--- config.mk ---
export PLATFORM = sky130hd
export DESIGN_NAME = unified_mem_bridge
export DESIGN_NICKNAME = d
export VERILOG_FILES = /design/src/rtl/soc_mem_pkg.sv /design/src/rtl/mem_arb2.sv /design/src/rtl/unified_mem_bridge.sv
export SDC_FILE = /design/constraint.sdc
export NUM_CORES = 1
export LEC_CHECK = 0
export CORE_AREA = 4 4 95 97
export DETAILED_ROUTE_END_ITERATION = 10
export DIE_AREA = 0 0 99 101
export MAX_ROUTING_LAYER = met4
export PLACE_DENSITY = 0.71
export SLEW_MARGIN = 20
export SYNTH_ARGS = -nofsm -noshare
export SYNTH_HDL_FRONTEND = slang
export SYNTH_HIERARCHICAL = 1
export SYNTH_SLANG_ARGS = --single-unit
--- constraint.sdc ---
create_clock -name clk_i -period 1.8 [get_ports clk_i]
set_input_delay 0.27 -clock clk_i [delete_from_list [all_inputs] [get_ports clk_i]]
set_output_delay 0.27 -clock clk_i [all_outputs]
set_load 0.02 [all_outputs]
--- src/rtl/soc_mem_pkg.sv ---
// Shared types and constants for the unified program/data memory bridge.
package soc_mem_pkg;

  typedef enum logic [1:0] {
    OWN_NONE  = 2'd0,
    OWN_INSTR = 2'd1,
    OWN_DATA  = 2'd2
  } owner_e;

  localparam logic [31:0] NOP_INSTR  = 32'h0000_0013;
  localparam int          WORD_BYTES = 4;

  // Bit positions inside the arbiter's one-hot grant vector
  localparam int GNT_INSTR = 0;
  localparam int GNT_DATA  = 1;

endpackage

--- src/rtl/mem_arb2.sv ---
// Two-requester arbiter (instr fetch vs. LSU) with a one-hot grant.
// Default: data priority with an instr starvation counter bounded by MAX_WAIT.
// UNIFIED_MEM_BRIDGE_RR_EN: plain round-robin on conflicts instead.
module mem_arb2
  import soc_mem_pkg::*;
#(
  parameter int MAX_WAIT = 4
) (
  input  logic       clk_i,
  input  logic       rst_i,
  input  logic       instr_req_i,
  input  logic       data_req_i,
  output logic [1:0] gnt_o
);

`ifdef UNIFIED_MEM_BRIDGE_RR_EN
  logic last_data_q;
  logic last_data_d;

  // Conflict goes to whoever did not win last; remember every grant's winner
  always_comb begin
    gnt_o       = '0;
    last_data_d = last_data_q;
    if (!rst_i) begin
      if (instr_req_i && data_req_i) begin
        if (last_data_q) gnt_o[GNT_INSTR] = 1'b1;
        else             gnt_o[GNT_DATA]  = 1'b1;
      end else begin
        gnt_o[GNT_INSTR] = instr_req_i;
        gnt_o[GNT_DATA]  = data_req_i;
      end
    end
    if (gnt_o[GNT_DATA])       last_data_d = 1'b1;
    else if (gnt_o[GNT_INSTR]) last_data_d = 1'b0;
  end

  // Last-winner register; instr after reset so data takes the first conflict
  always_ff @(posedge clk_i) begin
    if (rst_i) last_data_q <= 1'b0;
    else       last_data_q <= last_data_d;
  end
`else
  logic [3:0] wait_cnt_q;
  logic [3:0] wait_cnt_d;
  logic       force_instr;

  // Data wins unless instr has waited MAX_WAIT cycles; count instr denials
  always_comb begin
    force_instr = (wait_cnt_q == 4'(MAX_WAIT));
    gnt_o       = '0;
    if (!rst_i) begin
      if (data_req_i && !(instr_req_i && force_instr)) gnt_o[GNT_DATA]  = 1'b1;
      else if (instr_req_i)                            gnt_o[GNT_INSTR] = 1'b1;
    end
    wait_cnt_d = '0;
    if (instr_req_i && !gnt_o[GNT_INSTR])
      wait_cnt_d = force_instr ? wait_cnt_q : wait_cnt_q + 4'd1;
  end

  // Starvation counter register
  always_ff @(posedge clk_i) begin
    if (rst_i) wait_cnt_q <= '0;
    else       wait_cnt_q <= wait_cnt_d;
  end
`endif

endmodule

--- src/rtl/unified_mem_bridge.sv ---
// Bridges the core's fetch and LSU ports onto one single-port SRAM with
// 1-cycle read latency. Out-of-range accesses are granted but answered
// locally (NOP for fetch, error for LSU) without touching the SRAM.
// Optional build macro: UNIFIED_MEM_BRIDGE_RR_EN (round-robin arbitration).
module unified_mem_bridge
  import soc_mem_pkg::*;
#(
  parameter int          DEPTH_WORDS = 1024,
  parameter logic [31:0] BASE_ADDR   = 32'h0000_0000,
  parameter int          MAX_WAIT    = 4
) (
  input  logic                           clk_i,
  input  logic                           rst_i,
  input  logic                           instr_req_i,
  input  logic [31:0]                    instr_addr_i,
  output logic                           instr_gnt_o,
  output logic                           instr_rvalid_o,
  output logic [31:0]                    instr_rdata_o,
  input  logic                           data_req_i,
  input  logic                           data_we_i,
  input  logic [3:0]                     data_be_i,
  input  logic [31:0]                    data_addr_i,
  input  logic [31:0]                    data_wdata_i,
  output logic                           data_gnt_o,
  output logic                           data_rvalid_o,
  output logic [31:0]                    data_rdata_o,
  output logic                           data_err_o,
  output logic                           mem_req_o,
  output logic                           mem_we_o,
  output logic [3:0]                     mem_be_o,
  output logic [$clog2(DEPTH_WORDS)-1:0] mem_addr_o,
  output logic [31:0]                    mem_wdata_o,
  input  logic [31:0]                    mem_rdata_i
);

  localparam int          AW        = $clog2(DEPTH_WORDS);
  localparam int          BYTE_SH   = $clog2(WORD_BYTES);
  localparam logic [31:0] DEPTH_LIM = 32'(DEPTH_WORDS);

  function automatic logic [31:0] word_of(input logic [31:0] addr);
    return (addr - BASE_ADDR) >> BYTE_SH;
  endfunction

  function automatic logic in_range(input logic [31:0] addr);
    return (addr >= BASE_ADDR) && (word_of(addr) < DEPTH_LIM);
  endfunction

  logic [1:0] gnt;
  logic       instr_in;
  logic       data_in;
  owner_e     owner_q, owner_d;
  logic       err_q, err_d;
  logic       rd_q, rd_d;

  mem_arb2 #(
    .MAX_WAIT (MAX_WAIT)
  ) u_arb (
    .clk_i       (clk_i),
    .rst_i       (rst_i),
    .instr_req_i (instr_req_i),
    .data_req_i  (data_req_i),
    .gnt_o       (gnt)
  );

  assign instr_gnt_o = gnt[GNT_INSTR];
  assign data_gnt_o  = gnt[GNT_DATA];
  assign instr_in    = in_range(instr_addr_i);
  assign data_in     = in_range(data_addr_i);

  // Steer the granted in-range access onto the SRAM and capture response ownership
  always_comb begin
    mem_req_o   = 1'b0;
    mem_we_o    = 1'b0;
    mem_be_o    = 4'h0;
    mem_addr_o  = '0;
    mem_wdata_o = '0;
    owner_d     = OWN_NONE;
    err_d       = 1'b0;
    rd_d        = 1'b0;
    if (gnt[GNT_INSTR]) begin
      owner_d = OWN_INSTR;
      err_d   = !instr_in;
      rd_d    = 1'b1;
      if (instr_in) begin
        mem_req_o  = 1'b1;
        mem_be_o   = 4'hF;
        mem_addr_o = AW'(word_of(instr_addr_i));
      end
    end else if (gnt[GNT_DATA]) begin
      owner_d = OWN_DATA;
      err_d   = !data_in;
      rd_d    = !data_we_i;
      if (data_in) begin
        mem_req_o   = 1'b1;
        mem_we_o    = data_we_i;
        mem_be_o    = data_be_i;
        mem_addr_o  = AW'(word_of(data_addr_i));
        mem_wdata_o = data_wdata_i;
      end
    end
  end

  // ---- grant stage -> response stage ----
  // Single in-flight response: who owns it, whether it errored, whether it returns data
  always_ff @(posedge clk_i) begin
    if (rst_i) begin
      owner_q <= OWN_NONE;
      err_q   <= 1'b0;
      rd_q    <= 1'b0;
    end else begin
      owner_q <= owner_d;
      err_q   <= err_d;
      rd_q    <= rd_d;
    end
  end

  // Route the SRAM read data (or the local substitute) to the owning port
  always_comb begin
    instr_rvalid_o = (owner_q == OWN_INSTR);
    data_rvalid_o  = (owner_q == OWN_DATA);
    data_err_o     = data_rvalid_o && err_q;
    instr_rdata_o  = '0;
    data_rdata_o   = '0;
    if (instr_rvalid_o) instr_rdata_o = err_q ? NOP_INSTR : mem_rdata_i;
    if (data_rvalid_o && !err_q && rd_q) data_rdata_o = mem_rdata_i;
  end

endmodule

# Word-level counts from Yosys, hierarchy flattened
# Cells that the tools add are included.
totals:
  register_bits: 8
  inputBits: 137
  out_inout_bits: 117
  elab_cells: 61
classes:
  addsub: 1
  order_cmp: 4
  eq_ne: 3
  mux: 31
  bitwise_logic: 1
  n_reduce_logical: 16
ops:
  columns: ["operator", "n"]
  rows:
  - ["32-bit two-way mux", 6]
  - ["32-bit by 1-bit >= comparator with 1-bit output (second input constant)", 2]
  - ["30-bit by 11-bit less-than comparator with 1-bit output (second input constant)", 2]
  - ["10-bit two-way mux", 4]
  - ["4-bit two-way mux", 4]
  - ["1-bit two-way mux", 15]
  - ["1-bit logical AND", 8]
  - ["1-bit logical NOT", 6]
  - ["4-bit by 1-bit adder with 4-bit output (second input constant)", 1]
  - ["4-bit by 3-bit == test with 1-bit output (second input constant)", 1]
  - ["2-bit two-way mux", 2]
  - ["2-bit OR reduction", 2]
  - ["2-bit by 1-bit == test with 1-bit output (second input constant)", 1]
  - ["2-bit == test (second input constant)", 1]
  - ["1-bit inverter", 1]

# Logic depth before layout (Yosys ltp)
logic_depth:
  word_depth: 10
  mapped_depth: 10
  ltp_nobuf: 8

# By module
# Netlist, hierarchy kept.
by_module_without_submodules:
  columns: ["mod", "n_inst", "cells_per_inst", "area_per_inst_um2", "seq_area_each_um2"]
  rows:
  - ["unified_mem_bridge", 1, 160, 1068.5, 80.1]
  - ["mem_arb2", 1, 26, 221.5, 80.1]

# Worst setup path after synthesis
# No wires, ideal clock.
synth_timing:
  path_type: "reg-to-output"
  startpoint: "register u_arb.wait_cnt_q[0]"
  endpoint: "output port mem_wdata_o[11]"
  arrival_time_ns: 2.185
  required_ns: 1.530
  setup_slack_ns: -0.655
  stages_incl_launch_ff: 9
  path_buffers: 2
  cell_sequence: "dfxtp_1 -> inv_1 -> ha_1 -> a41oi_1 -> nand2_1 -> nor3_2 -> buf_2 -> clkbuf_2 -> and2_1"
synth_via:
  elab_chain_cells: 8
  word_cells_on_any_way: 9
  cone_classes: "eq/ne: 1; mux: 5; reduce/logical: 3"
synth_lines:
  columns: ["item", "line_no", "source"]
  rows:
  - ["start, declared", "mem_arb2.sv:43", "logic [3:0] wait_cnt_q;"]
  - ["start signal, assigned", "mem_arb2.sv:63", "else wait_cnt_q <= wait_cnt_d;"]
  - ["4-bit by 3-bit == test with 1-bit output", "mem_arb2.sv:49", "force_instr = (wait_cnt_q == 4'(MAX_WAIT));"]
  - ["1-bit logical AND", "mem_arb2.sv:52", "if (data_req_i && !(instr_req_i && force_instr)) gnt_o[GNT_DATA] = 1'b1;"]
  - ["1-bit logical NOT", "mem_arb2.sv:52", null]
  - ["1-bit logical AND", "mem_arb2.sv:52", null]
  - ["1-bit two-way mux", "mem_arb2.sv:52", null]
  - ["2-bit two-way mux", "mem_arb2.sv:51", "if (!rst_i) begin"]
  - ["named net data_gnt_o", "unified_mem_bridge.sv:24", "output logic data_gnt_o,"]
  - ["32-bit two-way mux", "unified_mem_bridge.sv:89", "end else if (gnt[GNT_DATA]) begin"]
  - ["32-bit two-way mux", "unified_mem_bridge.sv:80", "if (gnt[GNT_INSTR]) begin"]
  - ["end, declared", "unified_mem_bridge.sv:32", "output logic [31:0] mem_wdata_o,"]
# The timed path passes the listed nets, and every way through them passes these cells.

# Worst setup path after layout
layout_timing:
  startpoint: "register u_arb.wait_cnt_q[1]"
  endpoint: "output port mem_addr_o[9]"
layout_via:
  elab_chain_cells: 8
  word_cells_on_any_way: 9
  cone_classes: "eq/ne: 1; mux: 5; reduce/logical: 3"
layout_lines:
  columns: ["item", "line_no", "source"]
  rows:
  - ["4-bit by 3-bit == test with 1-bit output *", "mem_arb2.sv:49", null]
  - ["1-bit logical AND *", "mem_arb2.sv:52", null]
  - ["1-bit logical NOT *", "mem_arb2.sv:52", null]
  - ["1-bit logical AND *", "mem_arb2.sv:52", null]
  - ["1-bit two-way mux", "mem_arb2.sv:52", null]
  - ["2-bit two-way mux *", "mem_arb2.sv:51", null]
  - ["10-bit two-way mux", "unified_mem_bridge.sv:89", null]
  - ["10-bit two-way mux *", "unified_mem_bridge.sv:80", null]
  - ["end, declared", "unified_mem_bridge.sv:31", "output logic [$clog2(DEPTH_WORDS)-1:0] mem_addr_o,"]
# Mark *: on every way between the ends. The rest lies on a longest branch, timed or not.

==> impl_metrics.csv <==
group,metric,value,unit
outcome,status,"finished with violations",
outcome,violations,"setup timing",
timing,finalSetupViolCount,49,
route,via_per_inst,4.22,
global_routing,overflow,0,
clock_tree,clock_latency,0.22,ns
cells_and_area,drive_gt1_frac,0.459,
worst_setup_path,crit_arrival,2.06,ns
timing,slew_violations,0,
route,wire_per_inst,16.4,um
clock_tree,path_clk_slew,0.04,ns
clock_tree,clock-root-buffer,"clkbuf_8",
global_routing,grt_max_degree,33,
worst_setup_path,critical_path.most_common_cell,"buf_6",
logic_synthesis,synth_edf_count,0,
cells_and_area,antenna_cells,0,
route,drt_wl_total,9.53,mm
timing,timing.fmax,430,MHz
worst_setup_path,cp.required,1.53,ns
logic_synthesis,syn_area,0.00129,sq mm
place,port_buffers,249,
worst_setup_path,cp-end-kind,"output pin",
clock_tree,cts_max_level,1,
floorplanning,num_rows,33,
clock_tree,cts.sink_count,8,
floorplanning,boundaryPins,254,
place,gp_congestion,0.797,
timing,min_period,2.33,ns
route,drc,0,
logic_synthesis,synth_nets,325,
global_routing,grt_pass1_vias,2633,
min_path,hold_path.class,"in -> reg",
clock_tree,cts_tree,"yes",
power,p_per_area,185,mW/mm^2
logic_synthesis,synth_seq_area_share,0.124,
timing,worst_pin_slew,0.341,ns
timing,fin_ws,-0.527,ns
logic_synthesis,synth_flop_cell,"dfxtp_1",
route,final_antenna_net_count,0,
timing,finalHoldViolCount,0,
power,p_leak,2.24,nW
worst_setup_path,path_cells,"inv_2 > ha_4 > buf_4 > buf_6 > a41oi_4 > nand2_4 > nor3_4 > buf_6 > buf_12 > a22o_1 > buf_6",
cells_and_area,fillCellCount,763,
power,peakVddDrop,168,uV
timing,maxSlewHeadroom,0.770,
logic_synthesis,ys_async_sr_fraction,0,
timing,finalSetupTns,-22.73,ns
floorplanning,start_util,0.159,
worst_setup_path,path_class,"reg -> out",
global_routing,antenna_found_initial,0,
route,dr.pass1.iters,4,
floorplanning,core,0.00813,sq mm
logic_synthesis,syn_avg_cell_area,6.94,sq um
route,drtIter0Drc,24,
cells_and_area,final_nets,618,
logic_synthesis,synthDistinctLibCells,31,
cells_and_area,area_growth,255,%
clock_tree,cts_buffers,3,
worst_setup_path,cp-start-kind,"flop",
timing,skew,0.00167,ns
global_routing,grt_usage,0.168,
global_routing,grt_pass1_wl,13.1,mm
worst_setup_path,critPathMaxStageDelay,0.32,ns
timing,holdWs,0.510,ns
floorplanning,dieArea,0.0100,sq mm
clock_tree,postCtsHoldBufs,0,
logic_synthesis,synth_cells,186,
place,dp_hpwl,7.51,mm
timing,fin_crit_sh,1.29,
worst_setup_path,cp_max_fo,6,
job,drv_cap,0,
worst_setup_path,cp_slowest_cell,"dfxtp_2",
logic_synthesis,synth_seq_cells,8,
floorplanning,die_h,101,um
route,dr_total_vias,2456,
logic_synthesis,yosys_warnings,6,
clock_tree,clk_path_buf_depth,2,
place,preCtsSetupSlack,-0.958,ns
floorplanning,die_x,99,um
timing,rsz0062_at_grt,"yes",
## layout by cell type (no fill, tap or decap), types with 3 or more instances in the layout
cell,synthesis,final
clkbuf_16,0,6
buf_4,0,24
clkdlybuf4s15_1,0,3
clkdlybuf4s50_1,0,124
dlymetal6s2s_1,0,5
and2_4,0,33
dlygate4sd2_1,0,17
and2_1,95,62
clkbuf_8,0,3
nand2b_1,4,3
nor2_1,14,12
buf_12,0,3
a22o_4,0,5
buf_2,1,15
a21o_4,0,4
a22o_1,5,5
dfxtp_1,8,6
inv_1,6,3
nor4_1,8,6
clkbuf_2,2,36
buf_6,1,65
## metal layers
metal  share of wire  vias up  track usage
met2            0.53      160        0.329
met1            0.37     1083        0.175
met5               0        -            -
met3           0.089       12       0.0298
met4           0.017        0       0.0326
li1                -     1201            -
## critical path: cells and delay by family (launching register included)
| family | cells | cell delay, ns |
|---|---|---|
| AO/OA/AOI/OAI | 2 | 0.37 |
| adder cells (fa/ha/maj) | 1 | 0.15 |
| buffers and inverters | 6 | 0.73 |
| flip-flops | 1 | 0.32 |
| AND/OR/NAND/NOR | 2 | 0.26 |
## area by class of cell
type                    count  area [sq um]  share of cell area
well taps                 105           131              0.0287
clock buffers               3          41.3             0.00903
inverters                   6          25.0             0.00547
multi-input cells         160          1300               0.284
repair buffers            300          2920               0.637
flip-flops and latches      8           163              0.0356
## through the flow
step,cell area (sq um),instances,utilization,total power [mW]
floorplan,1510,186,-,0.258
global placement,4270,550,0.525,0.629
detailed placement,4270,550,0.525,0.633
CTS,4680,576,0.576,0.846
global route,4570,582,0.562,0.889
finish,4570,582,0.562,0.848
## sequential cells by signal (all words and copies together), names as in the netlist
name              cells
u_arb/wait_cnt_q      4
err_q                 1
owner_q               2
rd_q                  1
## cells in the mapped netlist (3+ instances only)
library cell,count,area [sq um]
a21o_2,4,35.0
nand2_1,3,11.3
nor2_1,14,52.6
and2_1,95,594
a22o_2,5,50.1
nor4_1,8,50.1
inv_1,6,22.5
clkbuf_1,8,30.0
a22o_1,5,43.8
dfxtp_1,8,160
nand2b_1,4,25.0
a21oi_1,3,15.0
## what timing repair did
action,4_1_cts,5_1_grt
setup buffers,20,8
setup endpoints to repair,114,117
gates cloned,4,6
resized for setup,441,85
pin swaps,16,16
## logic make-up (layout without fill, tap and decap cells)
logic type / Yosys count / in the layout / share of synthesized area
compound gates: 20 / 20 / 0.128
fa+ha+maj: 2 / 2 / 0.0194
buf+inv: 18 / 309 / 0.0611
flops: 8 / 8 / 0.124
mux: 1 / 1 / 0.00776
simple gates: 137 / 137 / 0.660
## power by group
part	internal, mW	switching [mW]
sequential	0.183	0.00275
combinational	0.316	0.134
clock	0.145	0.0676
## final timing paths
kind	depth (start not counted)	startpoint	endpoint	slack, ns
worst max-delay path	11	u_arb/wait_cnt_q[1]$_SDFFE_PP0P_	mem_addr_o[9]	-0.53
worst min-delay path	3	rst_i	rd_q$_SDFF_PP0_	0.51
worst max register to register	10	u_arb/wait_cnt_q[1]$_SDFFE_PP0P_	err_q$_SDFF_PP0_	-0.04
worst min register to register	3	u_arb/wait_cnt_q[0]$_SDFFE_PP0P_	u_arb/wait_cnt_q[0]$_SDFFE_PP0P_	0.60
No activity file was read; power rests on OpenSTA's default activity.
